### src/rtl/pixel_unswap_emitter.sv
// rtl/pixel_unswap_emitter.sv - unswap steep Bresenham pixels, clip to screen, 2-entry skid buffer
`timescale 1ns/1ps
module pixel_unswap_emitter #(
    parameter int WIDTH    = 13,
    parameter int SCREEN_W = 640,
    parameter int SCREEN_H = 480,
    parameter int CNT_W    = 16
) (
    input  logic             clk,
    input  logic             rst,
    input  logic             line_start,
    input  logic             steep_in,
    input  logic             in_valid,
    output logic             in_ready,
    input  logic [WIDTH-1:0] in_x,
    input  logic [WIDTH-1:0] in_y,
    input  logic             in_last,
    output logic             out_valid,
    input  logic             out_ready,
    output logic [WIDTH-1:0] out_x,
    output logic [WIDTH-1:0] out_y,
    output logic             out_last,
    output logic             line_done,
    output logic             busy,
    output logic [CNT_W-1:0] pix_count,
    output logic [CNT_W-1:0] clip_count
);

    typedef enum logic [1:0] {IDLE, ACTIVE, DRAIN} state_t;

    localparam logic signed [WIDTH-1:0] MAX_X = WIDTH'(SCREEN_W);
    localparam logic signed [WIDTH-1:0] MAX_Y = WIDTH'(SCREEN_H);

    state_t state, state_next;
    logic   steep_q;

    logic [WIDTH-1:0] buf_x [2];
    logic [WIDTH-1:0] buf_y [2];
    logic             buf_last [2];
    logic             rd_ptr, wr_ptr;
    logic [1:0]       count;

    logic signed [WIDTH-1:0] ux, uy;
    logic on_screen, accept, push, pop;

    // Undo the steep swap and decide whether the pixel lands on screen
    always_comb begin
        ux        = steep_q ? $signed(in_y) : $signed(in_x);
        uy        = steep_q ? $signed(in_x) : $signed(in_y);
        on_screen = !ux[WIDTH-1] && (ux < MAX_X) && !uy[WIDTH-1] && (uy < MAX_Y);
        accept    = in_valid && in_ready;
        push      = accept && on_screen;
        pop       = out_valid && out_ready;
    end

    // State register; steep flag is latched only when a line actually starts
    always_ff @(posedge clk) begin
        if (rst) begin
            state   <= IDLE;
            steep_q <= 1'b0;
        end else begin
            state <= state_next;
            if (state == IDLE && line_start)
                steep_q <= steep_in;
        end
    end

    // Next-state: start on line_start, drain after the last pixel, finish when empty
    always_comb begin
        state_next = state;
        case (state)
            IDLE:    if (line_start) state_next = ACTIVE;
            ACTIVE:  if (accept && in_last) state_next = DRAIN;
            DRAIN:   if (count == 2'd0) state_next = IDLE;
            default: state_next = IDLE;
        endcase
    end

    // Outputs decoded from registered state only, so in_ready never sees out_ready
    always_comb begin
        in_ready  = (state == ACTIVE) && (count < 2'd2);
        busy      = (state != IDLE);
        line_done = (state == DRAIN) && (count == 2'd0);
    end

    // Two-entry FIFO; simultaneous push and pop keep the occupancy unchanged
    always_ff @(posedge clk) begin
        if (rst) begin
            count       <= 2'd0;
            rd_ptr      <= 1'b0;
            wr_ptr      <= 1'b0;
            buf_x[0]    <= '0;
            buf_x[1]    <= '0;
            buf_y[0]    <= '0;
            buf_y[1]    <= '0;
            buf_last[0] <= 1'b0;
            buf_last[1] <= 1'b0;
        end else begin
            if (push) begin
                buf_x[wr_ptr]    <= ux;
                buf_y[wr_ptr]    <= uy;
                buf_last[wr_ptr] <= in_last;
                wr_ptr           <= ~wr_ptr;
            end
            if (pop)
                rd_ptr <= ~rd_ptr;
            case ({push, pop})
                2'b10:   count <= count + 2'd1;
                2'b01:   count <= count - 2'd1;
                default: count <= count;
            endcase
        end
    end

    assign out_valid = (count != 2'd0);
    assign out_x     = buf_x[rd_ptr];
    assign out_y     = buf_y[rd_ptr];
    assign out_last  = buf_last[rd_ptr];

    // Per-line statistics, cleared on line start and held through IDLE
    always_ff @(posedge clk) begin
        if (rst) begin
            pix_count  <= '0;
            clip_count <= '0;
        end else if (state == IDLE && line_start) begin
            pix_count  <= '0;
            clip_count <= '0;
        end else begin
            if (pop && pix_count != '1)
                pix_count <= pix_count + CNT_W'(1);
            if (accept && !on_screen && clip_count != '1)
                clip_count <= clip_count + CNT_W'(1);
        end
    end

endmodule
### config.mk
export PLATFORM = sky130hd
export DESIGN_NAME = pixel_unswap_emitter
export DESIGN_NICKNAME = d
export VERILOG_FILES = /design/src/rtl/pixel_unswap_emitter.sv
export SDC_FILE = /design/constraint.sdc
export NUM_CORES = 1
export LEC_CHECK = 0
export CAP_MARGIN = 20
export CORE_ASPECT_RATIO = 0.75
export CORE_UTILIZATION = 46
export CTS_CLUSTER_SIZE = 8
export DETAILED_ROUTE_END_ITERATION = 7
export PLACE_DENSITY = 0.78
export SYNTH_ARGS = -nofsm -noshare
export SYNTH_HDL_FRONTEND = slang
export SYNTH_SLANG_ARGS = --single-unit
### constraint.sdc
create_clock -name clk -period 3.81 [get_ports clk]
set_input_delay 1.143 -clock clk [delete_from_list [all_inputs] [get_ports clk]]
set_output_delay 1.143 -clock clk [all_outputs]
set_load 0.05 [all_outputs]
# Yosys cells after proc, flatten, opt, wreduce, memory -nomap -nowiden
# Memory sizes are Yosys's and may differ from the RTL's. A register that Yosys moved wholly into a read port is not among the register bits.
# Index checks and enable logic that the tools add are counted.
[word_totals]
ff_bits = 39
ram_bits = 54
input_bits = 33
out_inout_bits = 63
word_cells = 81
n_memories = 3
[memory_table]
columns = ["name", "depth", "word_bits", "read_ports", "rd_clocked_by_memory_dff", "write_ports", "line_no", "source"]
rows = [
  ["buf_x", 2, 13, 1, 1, 2, "37", "logic [WIDTH-1:0] buf_x [2];"],
  ["buf_y", 2, 13, 1, 1, 2, "38", "logic [WIDTH-1:0] buf_y [2];"],
  ["buf_last", 2, 1, 1, 1, 2, "39", "logic buf_last [2];"],
]
[op_classes]
n_addsub = 4
magnitude_cmp = 3
eq_ne = 9
n_mux = 27
bitwise_logic = 2
reduce_logical = 26
[op_table]
columns = ["operator", "count"]
rows = [
  ["13-bit two-way mux", 4],
  ["16-bit by 1-bit adder with 16-bit output (second input constant)", 2],
  ["16-bit inequality test (second input constant)", 2],
  ["13-bit OR reduction", 2],
  ["1-bit two-way mux", 18],
  ["1-bit logical AND", 13],
  ["13-bit by 10-bit < comparator with 1-bit output (second input constant)", 1],
  ["13-bit by 11-bit < comparator with 1-bit output (second input constant)", 1],
  ["2-bit two-way mux", 3],
  ["2-bit inequality test (second input constant)", 3],
  ["2-bit case mux with 3 select lines", 1],
  ["2-bit nonzero test", 3],
  ["2-bit by 1-bit equality test with 1-bit output (second input constant)", 2],
  ["2-bit equality test (second input constant)", 2],
  ["2-bit zero test", 2],
  ["2-bit case mux with 2 select lines", 1],
  ["1-bit zero test", 3],
  ["3-bit AND reduction", 1],
  ["2-bit by 1-bit adder with 2-bit output (second input constant)", 1],
  ["2-bit < comparator (second input constant)", 1],
  ["1-bit NOT", 2],
  ["2-bit OR reduction", 1],
  ["2-bit by 1-bit subtractor with 2-bit output (second input constant)", 1],
  ["1-bit OR reduction", 1],
]

# Depth between registers and ports, before layout
[depth]
word_depth = 11
depth_mapped = 8
mapped_depth_nobuf = 8

# Worst setup path after synthesis
# No wires, ideal clock.
[synth_timing]
kind = "in2reg"
startpoint = "input port in_y[10]"
endpoint = "memory buf_last[1] (enable)"
setup_time_ns = 0.417
arrival_ns = 3.389
required_ns = 3.393
setup_slack_ns = 0.004
path_stages = 5
n_path_buf = 0
cell_sequence = "nor4_1 -> nand2_1 -> nor4_2 -> nand2_1 -> o21bai_1"
[synth_rtl]
columns = ["element", "line_no", "source"]
rows = [
  ["start, declared", "16", "input logic [WIDTH-1:0] in_y,"],
  ["end, declared", "39", ""],
]

==> impl_metrics.env <==
export IMPL_worst_setup_path_type="register to output pin"
export IMPL_synth_cells=411
export IMPL_setup_violations_final=0
export IMPL_drv_slew=0
export IMPL_route_vias_total=3532
export IMPL_fin_crit_ns=3.25
export IMPL_path_buf_inv=2
export IMPL_instances_no_fill=656
export IMPL_h_tree_depth=3
export IMPL_ys_types=51
export IMPL_ys_seq_area_share_pct=54.6
export IMPL_overflow=0
export IMPL_power_leakage_nw=2.04
export IMPL_rows=30
export IMPL_slowest_delay_ns=0.71
export IMPL_synth_top_cell_area_share_pct=36.5
export IMPL_cts_sinks=94
export IMPL_dpl_cell_count=640
export IMPL_final_hold_viol_count=0
export IMPL_grt_max_degree=28
export IMPL_vias_per_cell=5.38
export IMPL_critPathRequiredTime_ns=2.67
export IMPL_dp_hpwl_mm=7.13
export IMPL_area_delta_synth_final_pct=34.0
export IMPL_ant_nets=0
export IMPL_core_sq_um=9200
export IMPL_syn_cell_area_sq_um=4440
export IMPL_cts_buffers=9
export IMPL_io_pins=96
export IMPL_die_h_um=87.1
export IMPL_worstSetupStartpointType="register"
export IMPL_worstSetupEndpointType="output pin"
export IMPL_drive_above_1_share_pct=12.5
export IMPL_first_pass_iters=5
export IMPL_worst_slew_pin_slew_ns=0.732
export IMPL_cts_root_buffer="clkbuf_16"
export IMPL_post_cts_buffers=0
export IMPL_die_w_um=115
export IMPL_yosys_warnings=0
export IMPL_io_buffers=95
export IMPL_synth_edf_count=54
export IMPL_synthFlopType="edfxtp_1"
export IMPL_clkTransAtPathRegs_ns=0.06
export IMPL_outcome="complete, no violations"
export IMPL_insertion_delay_ns=0.33
export IMPL_die_area_sq_um=10100
export IMPL_slowest_stage="clkdlybuf4s50_1"
export IMPL_drc=0
export IMPL_rrSetupSlack_ns=1.23
export IMPL_postCtsHoldBufs=0
export IMPL_worst_ep_arrival_time_ns=2.11
export IMPL_fmax_ghz=0.308
export IMPL_async_reset_ff_share_pct=0
export IMPL_p_per_area_nw_per_um2=384
export IMPL_cts_tree="yes"
export IMPL_grt_pass1_vias=3339
export IMPL_wl_per_cell_um=15.2
export IMPL_cts_max_path_buffers=2
export IMPL_drt_iter0_markers=134
export IMPL_tns_ns=0
export IMPL_globalplace_congestion=0.852
export IMPL_worst_path_max_fanout=27
export IMPL_ys_top_cells_by_area="edfxtp_1, dfxtp_1, mux2_2"
export IMPL_grtUsageTotal_pct=20.6
export IMPL_synth_top_area_cell="edfxtp_1"
export IMPL_final_nets=559
export IMPL_antenna_cells=0
export IMPL_antenna_found_initial=0
export IMPL_period_share_pct=85.3
export IMPL_crit_chain="buf_4 > mux2_2 > clkdlybuf4s50_1"
export IMPL_path_delay_family="buffers and inverters"
export IMPL_syn_area_per_cell_sq_um=10.8
export IMPL_post_cts_resize_count=0
export IMPL_slew_headroom_pct=51.1
export IMPL_hp_class="register to register"
export IMPL_finClkSkew_ns=0.00483
export IMPL_max_cap_violations=0
export IMPL_synth_seq_cells=94
export IMPL_rsz0062_at_grt="no"
export IMPL_ir_drop_uv=257
export IMPL_grt_pass1_wl_mm=15.8
export IMPL_initial_core_util_pct=48.3
export IMPL_routed_wl_mm=9.96
-- synth_stat cells (all sizes together), types with 3 or more instances --
cell,n
nand3,21
xnor2,12
buf,8
clkbuf,11
a31o,4
or4,6
dfxtp,40
mux2,27
o21ai,8
inv,6
and3,6
nand4,8
o31ai,4
nor4,10
nand2,23
edfxtp,54
ha,3
nor2,64
o41ai,4
nand2b,4
nand3b,3
nor3,12
nor3b,4
mux2i,20
a21oi,24
or3,6
-- layer usage --
layer  global-route usage, %  vias to the layer above  share of wire [%]  wire length [um]
li1                        -                     1730                  -                 -
met1                    26.4                     1704                 44              4430
met2                    34.2                       85                 49              4930
met3                    5.01                       13                4.5               445
met4                    7.32                        0                1.6               157
met5                       0                        -                  0                 0
-- power breakdown --
part	internal [mW]	switching [mW]
Combinational	0.0916	0.133
Sequential	1.10	0.0114
Clock	0.577	0.371
Total	1.77	0.515
-- path summary, 6_finish.rpt --
path / start / to / cells after the start
hold reg to reg: clip_count[11] / clip_count[11] / 2
hold / removal: clip_count[11] / clip_count[11] / 2
setup reg to reg: steep_q / count[1] / 7
setup / recovery: register / out_x[8] / 3
-- layout make-up --
cell class,instances,area (sq um)
Clock inverter,7,97.6
Inverter,6,22.5
Fill cell,726,3250
Clock buffer,9,225
Multi-Input combinational cell,305,1960
Sequential cell,94,2420
Tap cell,128,160
Timing Repair Buffer,107,1060
-- tightest hold or removal path: stages (launching register included) --
cell and delay, ns:
dfxtp_1 0.33, o21ai_1 0.07, a21oi_1 0.06
-- cells in the final DEF, fill, tap and decap left out, drive strengths merged, types with 7 or more instances in the layout --
cell type,count
a21oi,24
buf,13
clkbuf,9
clkdlybuf4s50,94
conb,14
dfxtp,40
edfxtp,54
inv,7
mux2,27
mux2i,20
nand2,23
nand3,21
nand4,8
nor2,64
nor3,12
nor4,10
o21ai,8
xnor2,12
-- logic make-up after synthesis --
kind of cell | Yosys count | share of synthesized area (%)
AND/OR/NAND/NOR | 175 | 20.1
AO/OA/AOI/OAI | 53 | 8.03
XOR/XNOR | 13 | 2.56
adder cells (fa/ha/maj) | 3 | 0.845
flip-flops | 94 | 54.6
buffers and inverters | 25 | 2.51
other | 1 | 0.0844
multiplexers | 47 | 11.4
-- flip-flops by register name, summed over array words and instances, names as in the netlist, named ones only --
name	count
steep_q	1
rd_ptr	1
state	2
wr_ptr	1
buf_y	26
buf_x	26
clip_count	16
count	2
buf_last	2
pix_count	16
-- per-stage QoR --
| step | hold WS [ns] | setup WS (ns) | instance area [sq um] | power (mW) | util [%] |
|---|---|---|---|---|---|
| 3_3_place_gp | 0.484 | 0.454 | 5630 | 1.35 | 61.2 |
| 5_1_grt | 0.532 | 0.511 | 5950 | 2.36 | 64.7 |
| 4_1_cts | 0.504 | 0.543 | 5950 | 2.30 | 64.7 |
| 2_1_floorplan | 0.478 | 0.00377 | 4490 | 1.26 | - |
| 6_report | 0.509 | 0.558 | 5950 | 2.28 | 64.7 |
| 3_5_place_dp | 0.492 | 0.422 | 5630 | 1.36 | 61.2 |
(Power assumes the default switching activity.)
